--- src/rtl/cache_controller.sv ---
// cache_controller: CPU-side FSM for a set-associative write-through cache with per-set round-robin allocation.
module cache_controller #(
  parameter int NUM_SETS       = 32,
  parameter int NUM_WAYS       = 4,
  parameter int TIMEOUT_CYCLES = 255
) (
  input  logic                        clk,
  input  logic                        reset,
  input  logic                        cpu_req,
  input  logic                        cpu_we,
  input  logic [31:0]                 cpu_addr,
  input  logic [31:0]                 cpu_wdata,
  output logic [31:0]                 cpu_rdata,
  output logic                        cpu_ready,
  output logic                        cpu_err,
  output logic                        cpu_busy,
  output logic                        cache_read,
  output logic                        cache_write,
  output logic [31:0]                 cache_addr,
  output logic [31:0]                 cache_wdata,
  input  logic [31:0]                 cache_rdata,
  input  logic                        cache_hit,
  output logic [$clog2(NUM_WAYS)-1:0] replace_way,
  output logic                        mem_req,
  output logic                        mem_we,
  output logic [31:0]                 mem_addr,
  output logic [31:0]                 mem_wdata,
  input  logic [31:0]                 mem_rdata,
  input  logic                        mem_ack
);
  localparam int IW = $clog2(NUM_SETS);
  localparam int WW = $clog2(NUM_WAYS);
  localparam logic [WW-1:0] ONE = 1;
  localparam logic [7:0] LIMIT = 8'(TIMEOUT_CYCLES);
  typedef enum logic [2:0] {IDLE, LOOKUP, MEM_RD, FILL, CWRITE, MEM_WR, RESP} state_t;
  state_t state;
  logic we_q, hit_q;
  logic [31:0] addr_q, wdata_q;
  logic [7:0] cnt, cnt_nxt;
  logic [WW-1:0] rr_ptr [NUM_SETS];
  logic [IW-1:0] idx;
  assign idx = addr_q[4+IW:5];
  assign cnt_nxt = cnt + 8'd1;
  assign replace_way = rr_ptr[idx];
  assign cache_addr = addr_q;
  assign mem_addr = addr_q;
  assign mem_wdata = wdata_q;
  assign cpu_busy = state != IDLE;
  // Outputs are registered on entry to the state that owns them, so they line up with that state's cycle.
  always_ff @(posedge clk or posedge reset) begin
    if (reset) begin
      state       <= IDLE;
      we_q        <= 1'b0;
      hit_q       <= 1'b0;
      addr_q      <= '0;
      wdata_q     <= '0;
      cnt         <= '0;
      cpu_rdata   <= '0;
      cpu_ready   <= 1'b0;
      cpu_err     <= 1'b0;
      cache_read  <= 1'b0;
      cache_write <= 1'b0;
      cache_wdata <= '0;
      mem_req     <= 1'b0;
      mem_we      <= 1'b0;
      for (int i = 0; i < NUM_SETS; i++) rr_ptr[i] <= '0;
    end else begin
      cpu_ready   <= 1'b0;
      cache_read  <= 1'b0;
      cache_write <= 1'b0;
      case (state)
        IDLE: if (cpu_req) begin
          addr_q     <= cpu_addr;
          we_q       <= cpu_we;
          wdata_q    <= cpu_wdata;
          cache_read <= 1'b1;
          state      <= LOOKUP;
        end
        LOOKUP: begin
          hit_q <= cache_hit;
          if (we_q) begin
            cache_wdata <= wdata_q;
            cache_write <= 1'b1;
            state       <= CWRITE;
          end else if (cache_hit) begin
            cpu_rdata <= cache_rdata;
            cpu_ready <= 1'b1;
            state     <= RESP;
          end else begin
            mem_req <= 1'b1;
            mem_we  <= 1'b0;
            state   <= MEM_RD;
          end
        end
        MEM_RD: begin
          cnt <= cnt_nxt;
          if (mem_ack) begin
            mem_req     <= 1'b0;
            cache_wdata <= mem_rdata;
            cache_write <= 1'b1;
            state       <= FILL;
          end else if (cnt_nxt == LIMIT) begin
            mem_req   <= 1'b0;
            cpu_err   <= 1'b1;
            cpu_ready <= 1'b1;
            state     <= RESP;
          end
        end
        FILL: begin
          rr_ptr[idx] <= rr_ptr[idx] + ONE;
          cpu_rdata   <= cache_wdata;
          cpu_ready   <= 1'b1;
          state       <= RESP;
        end
        CWRITE: begin
          if (!hit_q) rr_ptr[idx] <= rr_ptr[idx] + ONE;
          mem_req <= 1'b1;
          mem_we  <= 1'b1;
          state   <= MEM_WR;
        end
        MEM_WR: begin
          cnt <= cnt_nxt;
          if (mem_ack || cnt_nxt == LIMIT) begin
            mem_req   <= 1'b0;
            mem_we    <= 1'b0;
            cpu_err   <= !mem_ack;
            cpu_ready <= 1'b1;
            state     <= RESP;
          end
        end
        RESP: begin
          cpu_err <= 1'b0;
          cnt     <= '0;
          state   <= IDLE;
        end
        default: state <= IDLE;
      endcase
    end
  end
endmodule

--- config.mk ---
export PLATFORM = sky130hd
export DESIGN_NAME = cache_controller
export DESIGN_NICKNAME = d
export VERILOG_FILES = /design/src/rtl/cache_controller.sv
export SDC_FILE = /design/constraint.sdc
export NUM_CORES = 1
export LEC_CHECK = 0
export BUFFER_PORTS_ARGS = -buffer_cell sky130_fd_sc_hd__buf_4
export CAP_MARGIN = 5
export CORE_MARGIN = 10
export CORE_UTILIZATION = 50
export CTS_BUF_LIST = sky130_fd_sc_hd__clkbuf_8 sky130_fd_sc_hd__clkbuf_16
export CTS_CLUSTER_DIAMETER = 30
export CTS_CLUSTER_SIZE = 28
export DETAILED_ROUTE_END_ITERATION = 12
export GPL_TIMING_DRIVEN = 0
export PLACE_DENSITY = 0.78
export SLEW_MARGIN = 20
export SYNTH_ARGS = -nofsm -noshare
export SYNTH_HDL_FRONTEND = slang
export SYNTH_SLANG_ARGS = --single-unit
--- constraint.sdc ---
create_clock -name clk -period 8.8 [get_ports clk]
set_input_delay 0.88 -clock clk [delete_from_list [all_inputs] [get_ports clk]]
set_output_delay 0.88 -clock clk [all_outputs]
set_load 0.05 [all_outputs]
==> metrics list, run 1 <==
* Final standard cell count with taps included and fillers excluded: 1540
- Derived from the worst setup path, the maximum achievable clock frequency is 254 MHz.
* Setup TNS: 0 ps
- Initial standard-cell utilization of the core: 50.6%
* Synth Flop Type: dfrtp_1
- Of the synthesized area, sequential elements account for 53.9%.
- After Yosys synthesis, XOR and XNOR cells account for 0.447% of the synthesized area.
* Simple logic cell fraction of the synthesized area: 9.74%
- Share of post-route cells with drive strength above 1: 40.6%
- Number of endpoints failing setup at the final stage: 0
- Utilization after layout: 72.4%
- Clock Sink Count: 211
- The final route contains 8364 vias.
- Post-detailed-route DRC marker count: 0
- Clock skew: 12.9 ps
* Worst hold-check path type: in -> async
* Vert. Die Dim: 160 um
- The first global-routing pass estimated 50.7 mm of wire.
* Number of maximum-capacitance constraint violations: 0
* Source-to-sink clock delay at the later pin of the worst-skew pair: 530 ps
- Normalized max-slew margin: 29.9%
- Grt total ovfl: 0
- Cells taking the most area after synthesis: dfrtp_1 54%, mux2i_1 9.9%, mux2_2 7.6%
* Maximum number of pins on one net before global-route repair: 93
- The synthesized netlist devotes 0.256% of its cell area to adder and majority cells.
- Cell at the root of the clock tree: clkbuf_16
- By startpoint and endpoint, the worst setup path is classified as reg -> out.
- 303 I/O pins were placed.
- After synthesis the netlist holds a flip-flop and latch count of 211.
- Signal arrival time at the worst endpoint: 3050 ps
- Fillcell total: 1394
- The area growth from synthesis to layout is 43.0%.
* Crit path required time: 7920 ps
* Starting DRT DRC Count: 662
- Number of antenna violations at the first check in global routing: 0
- The final critical path takes up 44.7% of the cycle.
- Clock-pin slew was measured on the worst setup and hold paths at 50 ps.
* Width of the die: 160 um
- Placer's final routability congestion estimate: 0.886
- The initialized floorplan defines 51 standard-cell rows.
* Slew @ Worst Pin: 1050 ps
- Number of instances in the placed design: 1457
- Number of port buffers: 302
* Number of slew-limit violations in the final report: 0
- Routed wire length: 32.7 mm
- In this run the remaining antenna-violating nets after routing total 0.
- The H-tree generated during clock tree synthesis spans 2 levels.
- Number of instances in the synthesized netlist: 888
- STA classifies the critical path startpoint as a flop.
* Die outline area: 25600 um2
- Post-layout min period: 3930 ps
- HPWL after DPL: 24.4 mm
- Final hold violation count: 0
* Post-DR wirelength/cell: 21.2 um
- The run finished with clean final reports.
- Of all cell types, the one taking the most synthesized area is dfrtp_1.
* Detailed-router iteration count before antenna repair: 5
- STA classifies the critical path endpoint as an output port.
- Nets: 1376
- The synthesized design contains 0 enable-type register cells.
- Summing every instance area after synthesis gives 9790 um2.
- Average vias per placed instance: 5.43
- YS warnings: 0
- Gates resized during post-CTS repair numbered 0.
* Number of library cell types mapped by synthesis: 52
* Post-Route Hold Slack: 376 ps
- Combinational family with the most area after synthesis: multiplexers
* Largest fanout of any net on the critical path: 10
- Core Region: 19300 um2
- The number of nets handed over by synthesis was 1024.
* Buffer depth of the longest clock path: 3
- The repair_antennas step left the layout with diodes totalling 0.
- The number of global-route vias before repair came to 8967.
* Global router's overall resource usage: 24.8%
* Share of the synthesized area in the top cell type: 53.9%
- # Post-CTS Setup Buffers: 0
- Setup repair after global routing left no endpoint under its margin.
- The portion of synthesized area spent on multiplexers is 19.4%.
* Mean instance size in the synthesized netlist: 11.0 um2
- TritonCTS created 46 clock buffers.
- For this design, the CTS-stage hold fixing added 0 buffers.
* Share of flip-flops with an asynchronous set or reset after synthesis: 100%
* Synthesized-area fraction occupied by ao, oa, aoi and oai cells: 10.5%
- TritonCTS built the clock tree.
## critical path, stage by stage (launching register included)
cell and delay [ps]:
dfrtp_1 490, clkbuf_1 260, nand3_1 300, o22ai_1 140
nor4_1 550, mux2_2 270, inv_2 70, buf_2 220
buf_4 220
## cell usage after synthesis, types with 2 or more instances
cell,n
dfrtp_1,211
mux2i_1,97
nand2_1,88
nor2_1,73
mux2_2,66
a21oi_1,64
o21ai_0,43
buf_4,32
clkbuf_1,24
o21ai_1,21
o22ai_1,19
buf_2,18
mux2_1,16
inv_1,8
buf_1,7
nand3_1,7
nor3_1,7
and3_1,6
a21oi_2,5
nand2b_1,5
nand3b_1,5
o21ai_2,5
a21o_1,4
a31oi_1,4
buf_6,4
nand4_1,4
nor2b_1,3
nor3b_1,3
nor4_1,3
o211ai_1,3
o31ai_1,3
or3_1,3
or3b_1,3
xor2_1,3
ha_1,2
nor4_2,2
xnor2_1,2
## registers in the layout, summed over array words and instances, names as in the netlist
| signal | cells |
|---|---|
| cache_read | 1 |
| cpu_ready | 1 |
| cache_addr | 32 |
| cpu_err | 1 |
| mem_req | 1 |
| cnt | 8 |
| cache_wdata | 32 |
| rr_ptr | 64 |
| hit_q | 1 |
| we_q | 1 |
| cache_write | 1 |
| state | 3 |
| cpu_rdata | 32 |
| mem_wdata | 32 |
| mem_we | 1 |
## cell type report
class / instances / area (um2) / share of cell area, %
plain buffers: 87 / 527 / 3.76
clock buffers: 53 / 1250 / 8.91
flip-flops and latches: 211 / 5280 / 37.7
multi-input cells: 580 / 3940 / 28.2
well taps: 265 / 332 / 2.37
clock inverters: 30 / 298 / 2.13
repair buffers: 304 / 2320 / 16.6
inverters: 10 / 45.0 / 0.322
## layer usage
metal | track usage (%) | part of all wire (%) | vias up
li1 | - | - | 3818
met1 | 28.0 | 38 | 4140
met2 | 43.1 | 51 | 335
met3 | 7.97 | 8.2 | 71
met4 | 8.60 | 3.0 | 0
met5 | 0 | 0 | -
## metrics by stage
stage               worst slack (ps)  cell area (um2)
floorplan                       2150             9790
global route                    4760            14000
CTS                             4930            14000
global placement                -310            12400
detailed placement              5520            12400
finish                          4870            14000
## worst paths after layout
kind / start / end / slack [ps] / cells after the start
min in group clk: rr_ptr[61] / rr_ptr[61] / 480 / 2
max reg2reg: state[1] / mem_wdata[5] / 6050 / 6
max: cache_addr[8] / replace_way[0] / 4870 / 8
min: reset / cpu_rdata[23] / 380 / 2
min reg2reg: rr_ptr[61] / rr_ptr[61] / 480 / 2
max in group asynchronous: reset / cpu_rdata[5] / 7280 / 4
## cell families (layout without fill, tap and decap cells)
| kind of cell | Yosys count | after routing |
|---|---|---|
| flip-flops | 211 | 211 |
| AO/OA/AOI/OAI | 180 | 180 |
| XOR/XNOR | 5 | 5 |
| multiplexers | 179 | 179 |
| buffers and inverters | 97 | 484 |
| AND/OR/NAND/NOR | 214 | 214 |
| adder cells (fa/ha/maj) | 2 | 2 |
## layout by cell type (no fill, tap or decap), types with 4 or more instances in the layout
master / instances
buf_4: 334
dfrtp_1: 211
mux2i_1: 97
nand2_1: 88
nor2_1: 73
mux2_2: 66
a21oi_1: 64
clkbuf_16: 46
o21ai_0: 43
clkbuf_1: 24
o21ai_1: 21
o22ai_1: 19
buf_2: 18
mux2_1: 16
inv_1: 15
clkinv_2: 9
nand3_1: 7
nor3_1: 7
buf_1: 7
clkbuf_8: 7
and3_1: 6
nand2b_1: 5
nand3b_1: 5
o21ai_2: 5
a21oi_2: 5
bufinv_16: 5
a21o_1: 4
buf_6: 4
a31oi_1: 4
nand4_1: 4
clkinvlp_4: 4
Power of run 1 is not shown: default switching activity piles up to over one toggle a cycle in this logic, so the estimate is an artifact.
==> run 2, diff against run 1 <==
ABC_AREA = 1   (was default)
CORE_UTILIZATION = 47   (was 50)
PLACE_DENSITY = 0.77   (was 0.78)
clock period = 3.5 ns   (was 8.8 ns; I/O delays follow)
==> metrics list, run 2 <==
- Critical path start-end classification: reg -> out
- Core Region: 21000 um2
* Count of state elements after synthesis: 211
- Initial standard-cell utilization of the core: 47.5%
- Share of the synthesized area in the top cell type: 53.1%
* Final Cycle Share: 83.4%
- # Post-CTS Setup Buffers: 0
- The H-tree generated during clock tree synthesis spans 2 levels.
- The first global-routing pass estimated 54.6 mm of wire.
- In this run, distinct cell masters in the synthesized netlist total 32.
* Starting DRT DRC Count: 644
- After detailed placement, the design holds a cell count of 1884.
- Clock latency on the worst-skew pair, taken at its later pin, is 540 ps.
- In the routed design, unresolved DRC markers number 0.
- For this run, global-route usage on met2 was measured as 45.3%.
- The register with the most flip-flops in the layout has 64 of them.
- Number of port buffers: 302
- Largest area contributor in the synthesized netlist: dfrtp_1
- Element type at the critical path end: output port
- Sequential-to-total area share from yosys stat: 53.1%
- Buffer depth of the longest clock path: 3
- The finished layout holds 1979 standard cells, fillers aside.
* Global-route met3 utilization: 9.97%
- Final worst setup slack: 581 ps
- Summing all placed instances gives a cell area of 12700 um2.
- VDD sags by at most 0.929 mV.
- Largest fanout of any net on the critical path: 10
- Yosys printed 0 warnings.
* Clock skew: 30.5 ps
- Number of instances in the synthesized netlist: 1300
* I/O pin total: 303
- In this run, synthesis inferred 0 flip-flops with an integrated enable.
- Hold timing on the final database bottoms out at a slack of 3.00 ps.
- Seq. cell area: 5280 um2
* Global route hottest layer: met2
* Max Clk Rate: 343 MHz
- In this run the power density over the cells is 1260 nW/um2.
- Fillcell total: 1689
- The die is 165 um wide.
- HPWL after DPL: 27.3 mm
* Count of antenna-violating nets left after detailed routing: 0
* Routed wire length: 35.8 mm
* Normalized max-slew margin: 52.4%
- Mean instance size in the synthesized netlist: 7.65 um2
- rr_ptr holds more flip-flops than any other register.
- Number of antenna violations at the first check in global routing: 1
- When the netlist entered floorplanning its net count stood at 1436.
- Total clock buffers created by CTS: 48
- Number of slew-limit violations in the final report: 0
- The total overflow left after global routing is 0.
- Top cells by count, synth: 644 x nand2_1, 211 x dfrtp_1, 113 x nor2_1
- Placer's final routability congestion estimate: 0.936
* Netlist Area Pre-Place: 9950 um2
- The first TritonRoute pass finished after 5 iterations.
- STA classifies the critical path startpoint as a flop.
- Total area of multi-input combinational cells: 3850 um2
- Setup violations remaining at the end of the flow were counted as 0.
- Clock Sink Count: 211
* Signal arrival time at the worst endpoint: 2570 ps
* Maximum number of pins on one net before global-route repair: 34
- After clock tree synthesis, the clock-pin slew on the worst setup and hold paths is 50 ps.
* Cells taking the most area after synthesis: dfrtp_1 53%, nand2_1 24%, nor2_1 4.3%
- Summing over every cut layer, the via total after detailed routing is 9940.
* Worst Setup Slack post-DPL: 1120 ps
- Post-layout min period: 2920 ps
* Crit path required time: 3150 ps
* Synth Flop Type: dfrtp_1
- Compared with the post-synthesis result, the final layout area differs by 45.9%.
- Met1 demand-to-capacity share in global routing: 26.0%
* Most frequent cells in the layout: 644 x nand2_1, 340 x buf_4, 211 x dfrtp_1
- Most repeated cell in the gate-level netlist after synthesis: nand2_1
- The library cell used most frequently in the layout, excluding fill and tap cells, is nand2_1.
* Nets: 1799
- Worst hold-check path type: in -> reg
- The hold violation count in the final report was 0.
* Leakage power total: 7.63 nW
* Share of post-route cells with drive strength above 1: 28.2%
- Cell at the root of the clock tree: clkbuf_16
* Clock tree from TritonCTS: built
- Row Count: 53
- For flop-to-flop paths, the worst setup slack is 1100 ps.
- Slew @ Worst Pin: 714 ps
- Global routing used 25.6% of the available tracks.
* Area of all placed cells without fillers: 14500 um2
* Share of flip-flops with an asynchronous set or reset after synthesis: 100%
* Die outline area: 27400 um2
- Using the TritonRoute via totals, the vias-per-cell ratio works out to 5.02.
- Setup repair after global routing missed its margin: no
- Number of maximum-capacitance constraint violations: 0
- From bottom edge to top edge, the die measures 165 um.
* Post-DR wirelength/cell: 18.1 um
- The number of global-route vias before repair was 10200.
- The run finished with clean final reports.
* Utilization after layout: 69.3%
## run 2: logic make-up after synthesis
| group | after synthesis | synth area share (%) |
|---|---|---|
| AOI/OAI and AO/OA | 120 | 7.08 |
| adders and majority gates | 2 | 0.252 |
| xor gates and xnor gates | 4 | 0.352 |
| and+or+nand+nor | 798 | 31.0 |
| DFF | 211 | 53.1 |
| buffers and inverters | 165 | 8.23 |
## run 2: power breakdown
| part | switching [mW] | internal, mW |
|---|---|---|
| clock | 1.45 | 3.34 |
| sequential | 0.849 | 3.51 |
| combinational | 6.48 | 2.65 |
| total | 8.78 | 9.50 |
## run 2: final cells by class
cell class | count | area share [%]
sequential | 211 | 36.4
timing repair buffer | 313 | 17.0
clock buffer | 58 | 9.38
buffer | 87 | 3.60
clock inverter | 32 | 2.71
tap | 275 | 2.37
multi-input combinational | 924 | 26.5
antenna | 1 | 0.0172
inverter | 78 | 2.06
## run 2: through the flow
stage | TNS, ps | power, mW
finish | 0 | 18.3
global route | 0 | 19.2
CTS | 0 | 18.3
floorplan | 0 | 10.4
detailed placement | 0 | 13.4
global placement | -179710 | 13.3
## run 2: layer usage
layer	vias to the layer above	part of all wire, %
li1	4776	-
met1	4665	34
met2	410	52
met3	89	10
met4	0	4.2
met5	-	0
## run 2: repair_timing
action | CTS | global route
hold endpoints to repair | 20 | 0
gates resized for setup | 0 | 0
hold buffers | 4 | 0
## run 2: path summary, 6_finish.rpt
path	cells after the start	startpoint	to
max in group asynchronous	7	reset	cache_addr[1]
worst max register to register	8	state[2]	rr_ptr[40]
worst min register to register	2	mem_req	mem_req
min in group asynchronous	3	reset	state[0]
worst min-delay path	3	cpu_addr[22]	cache_addr[22]
worst max-delay path	12	cache_addr[5]	replace_way[0]
## run 2: critical path: stages (launching register included)
cell     delay (ps)
dfrtp_1         360
buf_4           190
buf_2           300
nand2_1         100
nand2_1          90
nand2_1          50
nand2_1          60
nand2_1          50
nand2_1         110
nor2_1           50
nand3_2         150
buf_2           280
buf_4           240
No activity file was read; power rests on OpenSTA's default activity.
